$ cat config.mk
export PLATFORM = sky130hd
export DESIGN_NAME = k12a_input_conditioner
export DESIGN_NICKNAME = d
export VERILOG_FILES = /design/src/rtl/k12a_input_conditioner_pkg.sv /design/src/rtl/k12a_debounce_chan.sv /design/src/rtl/k12a_input_conditioner.sv
export SDC_FILE = /design/constraint.sdc
export NUM_CORES = 1
export LEC_CHECK = 0
export BUFFER_PORTS_ARGS = -buffer_cell sky130_fd_sc_hd__buf_2
export CAP_MARGIN = 30
export CORE_UTILIZATION = 60
export DETAILED_ROUTE_END_ITERATION = 12
export HOLD_SLACK_MARGIN = 0.08
export MAX_ROUTING_LAYER = met4
export PLACE_DENSITY = 0.79
export SKIP_CTS_REPAIR_TIMING = 1
export SLEW_MARGIN = 20
export SYNTH_ARGS = -nofsm -noshare
export SYNTH_HDL_FRONTEND = slang
export SYNTH_SLANG_ARGS = --single-unit
export TNS_END_PERCENT = 5
$ cat constraint.sdc
create_clock -name cpu_clock -period 5.6 [get_ports cpu_clock]
set_clock_uncertainty 0.1 [all_clocks]
set_input_delay 0.28 -clock cpu_clock [delete_from_list [all_inputs] [get_ports cpu_clock]]
set_output_delay 0.28 -clock cpu_clock [all_outputs]
set_load 0.1 [all_outputs]
$ cat src/rtl/k12a_input_conditioner_pkg.sv
// Shared types and helpers for the k12a input conditioner.
package k12a_input_conditioner_pkg;

    // Global wake FSM: waits for the core to halt, then clears flags when it resumes.
    typedef enum logic {
        ICOND_ARMED     = 1'b0,
        ICOND_HALT_SEEN = 1'b1
    } icond_state_t;

    // Width of the core's gpio_in / wake_sources buses.
    localparam int ICOND_CORE_WIDTH = 8;

    // An accepted edge qualifies for wake when the new level matches the selected polarity
    // (rise_sel = 1 selects rising edges, 0 selects falling edges).
    function automatic logic wake_qual(input logic accept, input logic new_level, input logic rise_sel);
        return accept & (new_level == rise_sel);
    endfunction

endpackage

$ cat src/rtl/k12a_debounce_chan.sv
// One input channel: 2-flop synchroniser, debounce counter and one-cycle edge pulse.
module k12a_debounce_chan #(
    parameter int DEBOUNCE_CYCLES = 1000
) (
    input  logic cpu_clock,
    input  logic reset,
    input  logic raw,
    output logic level,
    output logic edge_pulse,
    output logic level_next,
    output logic accept_next
);

    localparam int CNT_W = $clog2(DEBOUNCE_CYCLES + 1);
    localparam logic [CNT_W-1:0] CNT_LAST = CNT_W'(DEBOUNCE_CYCLES - 1);

    logic             sync1_reg;
    logic             sync2_reg;
    logic             level_reg;
    logic             pulse_reg;
    logic [CNT_W-1:0] cnt_reg;
    logic [CNT_W-1:0] cnt_next;

    // Synchroniser chain; only sync2 is allowed to influence the debounce logic.
    always_ff @(posedge cpu_clock or posedge reset) begin
        if (reset) begin
            sync1_reg <= 1'b0;
            sync2_reg <= 1'b0;
        end else begin
            sync1_reg <= raw;
            sync2_reg <= sync1_reg;
        end
    end

    // Count consecutive cycles of disagreement; accept on the last one so the counter never wraps.
    always_comb begin
        cnt_next    = cnt_reg;
        level_next  = level_reg;
        accept_next = 1'b0;
        if (sync2_reg == level_reg) begin
            cnt_next = '0;
        end else if (cnt_reg == CNT_LAST) begin
            cnt_next    = '0;
            level_next  = sync2_reg;
            accept_next = 1'b1;
        end else begin
            cnt_next = cnt_reg + CNT_W'(1);
        end
    end

    // Debounce state registers; a reset mid-count discards the partial count.
    always_ff @(posedge cpu_clock or posedge reset) begin
        if (reset) begin
            cnt_reg   <= '0;
            level_reg <= 1'b0;
            pulse_reg <= 1'b0;
        end else begin
            cnt_reg   <= cnt_next;
            level_reg <= level_next;
            pulse_reg <= accept_next;
        end
    end

    assign level      = level_reg;
    assign edge_pulse = pulse_reg;

endmodule

$ cat src/rtl/k12a_input_conditioner.sv
// Conditions raw board inputs into debounced levels and sticky wake flags for the k12a core.
module k12a_input_conditioner
    import k12a_input_conditioner_pkg::*;
#(
    parameter int               WIDTH           = ICOND_CORE_WIDTH,
    parameter int               DEBOUNCE_CYCLES = 1000,
    parameter logic [WIDTH-1:0] WAKE_RISE_MASK  = '1
) (
    input  logic             cpu_clock,
    input  logic             reset,
    input  logic [WIDTH-1:0] raw_in,
    input  logic             halted,
    output logic [WIDTH-1:0] levels,
    output logic [WIDTH-1:0] wake_sources,
    output logic [WIDTH-1:0] edge_pulse
);

    icond_state_t     state_reg;
    icond_state_t     state_next;
    logic             clear_next;
    logic [WIDTH-1:0] level_next;
    logic [WIDTH-1:0] accept_next;
    logic [WIDTH-1:0] qual;
    logic [WIDTH-1:0] wake_reg;
    logic [WIDTH-1:0] wake_next;

    genvar gi;
    generate
        for (gi = 0; gi < WIDTH; gi++) begin : g_chan
            k12a_debounce_chan #(
                .DEBOUNCE_CYCLES(DEBOUNCE_CYCLES)
            ) u_chan (
                .cpu_clock  (cpu_clock),
                .reset      (reset),
                .raw        (raw_in[gi]),
                .level      (levels[gi]),
                .edge_pulse (edge_pulse[gi]),
                .level_next (level_next[gi]),
                .accept_next(accept_next[gi])
            );

            // Qualify from the same-cycle update so the flag sets on the edge the level changes.
            assign qual[gi] = wake_qual(accept_next[gi], level_next[gi], WAKE_RISE_MASK[gi]);
        end
    endgenerate

    // Wake FSM state register.
    always_ff @(posedge cpu_clock or posedge reset) begin
        if (reset) begin
            state_reg <= ICOND_ARMED;
        end else begin
            state_reg <= state_next;
        end
    end

    // Leaving halt clears all flags; new qualifying edges in that cycle still set (set beats clear).
    always_comb begin
        state_next = state_reg;
        clear_next = 1'b0;
        case (state_reg)
            ICOND_ARMED: begin
                if (halted) begin
                    state_next = ICOND_HALT_SEEN;
                end
            end
            ICOND_HALT_SEEN: begin
                if (!halted) begin
                    state_next = ICOND_ARMED;
                    clear_next = 1'b1;
                end
            end
            default: begin
                state_next = ICOND_ARMED;
            end
        endcase
        wake_next = (clear_next ? '0 : wake_reg) | qual;
    end

    // Sticky wake flag register.
    always_ff @(posedge cpu_clock or posedge reset) begin
        if (reset) begin
            wake_reg <= '0;
        end else begin
            wake_reg <= wake_next;
        end
    end

    assign wake_sources = wake_reg;

endmodule

==> metrics <==
status=complete, no violations; Routed WL=10,800 um; final hold vios=0; DR DRC count=0; core area=9200 um^2; fillcell total=640; via count=4,083; crit-path cells=ha_1, nand4bb_4, o31ai_1, nor2_1; vias in the first global route=3,904; clk buf depth=2; most used routing layer=met2; Crit Reg-Reg Startpoint=g_chan[4].u_chan.cnt_reg[0]; Crit. End Element=register; Placement Setup Slack=3.75 ns; via/cell ratio=5.94; Clock Sinks=121; post-layout minimum cycle time=1.95 ns; Reg2Reg Depth=4; Post-Place Cells=645; WL per Instance=15.7 um; grt ovf=0; H-tree levels=4; Distinct cells, synth=35; Slew @ Worst Pin=0.789 ns; share of layout cells above drive strength 1=16.0%; Post-Syn Area=5660 um^2; CP Class=reg -> reg; R2R Setup Slk=3.65 ns; Die W=99.1 um; Ant. Diodes=0; number of max-cap violations=0; DR iter-0 viols=254; TritonCTS buffer count=17; post-route setup slack=3.65 ns; crit path max-delay cell type=o31ai_1; CP Max Fanout=5; worst-case vdd ir drop=232 uV; fin. max-slew vios=0; initial antenna violation count=0; Peak Freq=512 MHz; total power=2060 uW; RePlAce Congestion=0.805; P_leak=0.00276 uW; met1 Use GR=29.5%; Non-Filler Instances=687; WP data arrival=2.20 ns; Setup crit end=g_chan[4].u_chan.cnt_reg[0]; Worst Hold Class=reg -> reg; IO buf count=34; Initial Util=61.5%; worst r2r dst=g_chan[4].u_chan.cnt_reg[0]; relative slew slack=46.9%; worst hold margin=0.247 ns; Final Cycle Share=34.9%; unrepaired setup endpoints after global routing=no; Total Die Area=9820 um^2; Area Overhead vs Synth=15.9%; Root Driver=clkbuf_8; synth warn=0; Yosys top cell area share=53.5%; startpoint types=register; largest net degree at the start of global routing=65; Crit path largest cell delay=0.70 ns; register area share after synthesis=53.5%; Worst Setup SP=g_chan[4].u_chan.cnt_reg[0]; met3 Resource Use GR=7.10%; met2 Usage GRT=39.7%; clk_lat worst skew=0.52 ns; Post-DRT Antenna Nets=0; flops & latches, synth=121; Mapped Nets=535; global-route wire length before repair=18,000 um; P per Cell Area=314 nW/um^2; hpwl dp=7020 um; nets=582; Core Rows=35; CP required=5.85 ns; setup TNS=0 ns; drt first pass iters=5; die height=99.1 um; GRT Overall Usage=24.5%; Top Ports=35; Synth Area per Inst=11.0 um^2; CTS tree=built; Clock transition at path regs=0.05 ns; max reg flops=80; Cells after Synth=516; post-synth top area cell=dfrtp_1; Finish-stage setup viols=0; largest cells by area after synthesis=dfrtp_1 (54%), xor2_1 (3.7%), nand4bb_4 (3.4%), o21ai_0 (3.4%), nor2_1 (2.8%)
-- layer usage --
metal	wire length (um)	share of wire, %
met1	4760	44
met4	125	1.2
met3	407	3.8
met2	5490	51
met5	0	0
-- cells in the final DEF (no fill, tap or decap), types with 7 or more instances in the layout --
master         instances
nor2_1                42
o31ai_1               16
a21oi_1               25
dlygate4sd3_1         10
dfrtp_1              121
or4_1                  8
a31oi_1                7
clkbuf_16             16
ha_1                   8
and3_1                 8
mux2_4                 7
nand2_1               39
xnor2_1               16
or3_1                 23
o21ai_0               38
o211ai_1               7
o21a_1                 8
nand4bb_4              7
nand3_1               25
buf_2                 34
a211oi_1               7
nand2b_1               9
and4_1                 7
inv_1                 16
nand4_1               10
xor2_1                24
-- through the flow --
step | util [%] | area, um^2
floorplan | - | 5660
finish | 71.3 | 6560
global route | 71.3 | 6560
CTS | 70.2 | 6460
detailed placement | 63.7 | 5850
global placement | 63.7 | 5850
-- worst max-delay path: cells and delay by family, from the launching register on --
family	cells	cell delay, ns
AOI/OAI and AO/OA	1	0.70
adders and majority gates	1	0.29
DFF	1	0.39
and+or+nand+nor	2	0.31
-- cell usage after synthesis --
cell and instances:
buf_4 16, nand4_1 10, nand4bb_4 7, a21boi_0 1
buf_1 1, dfrtp_1 121, o21a_1 8, a31oi_1 7
mux2_4 7, nor4_1 6, o21ai_0 38, inv_1 17
and4_1 7, a21oi_1 25, nand2_1 39, o211a_1 1
and4bb_2 1, or4_1 8, nand4bb_1 1, a21o_1 1
nand3_1 25, o31ai_1 16, or3_4 1, o221a_2 1
nor2_1 42, xor2_1 24, or3b_4 6, ha_1 8
o211ai_1 7, and3_1 8, mux2_2 1, a211oi_1 7
xnor2_1 16, nand2b_1 9, or3_1 23
-- logic make-up (layout without fill, tap and decap cells) --
| logic type | Yosys count | after routing | share of synthesized area [%] |
|---|---|---|---|
| DFF | 121 | 121 | 53.5 |
| adders and majority gates | 8 | 8 | 1.77 |
| and+or+nand+nor | 193 | 193 | 21.1 |
| xor gates and xnor gates | 40 | 40 | 6.19 |
| AOI/OAI and AO/OA | 112 | 112 | 12.0 |
| buffers and inverters | 34 | 94 | 3.32 |
| muxes | 8 | 8 | 2.06 |
-- worst min-delay path by stage --
stage / from / end / cells past startpoint
2_1_floorplan: raw_in[0] / g_chan[0].u_chan.sync1_reg / 0
5_1_grt: g_chan[3].u_chan.sync1_reg / g_chan[3].u_chan.sync2_reg / 0
4_1_cts: raw_in[5] / g_chan[5].u_chan.sync1_reg / 1
3_3_place_gp: g_chan[5].u_chan.sync1_reg / g_chan[5].u_chan.sync2_reg / 0
6_report: g_chan[0].u_chan.sync1_reg / g_chan[0].u_chan.sync2_reg / 0
3_5_place_dp: g_chan[2].u_chan.sync1_reg / g_chan[2].u_chan.sync2_reg / 0
-- cell type report --
type                       instances  area [um^2]  share of cell area (%)
inverter                          17         66.3                    1.01
clock buffer                      20          455                    6.95
tap                              111          139                    2.12
clock inverter                    12          148                    2.25
sequential                       121         3030                    46.2
multi-input combinational        361         2440                    37.3
timing repair buffer              45          278                    4.24
-- report_power, final --
group / internal [uW] / switching, uW
combinational: 27.0 / 45.0
clock: 708 / 366
sequential: 896 / 19.6
Power figures use the tool's default switching activity.
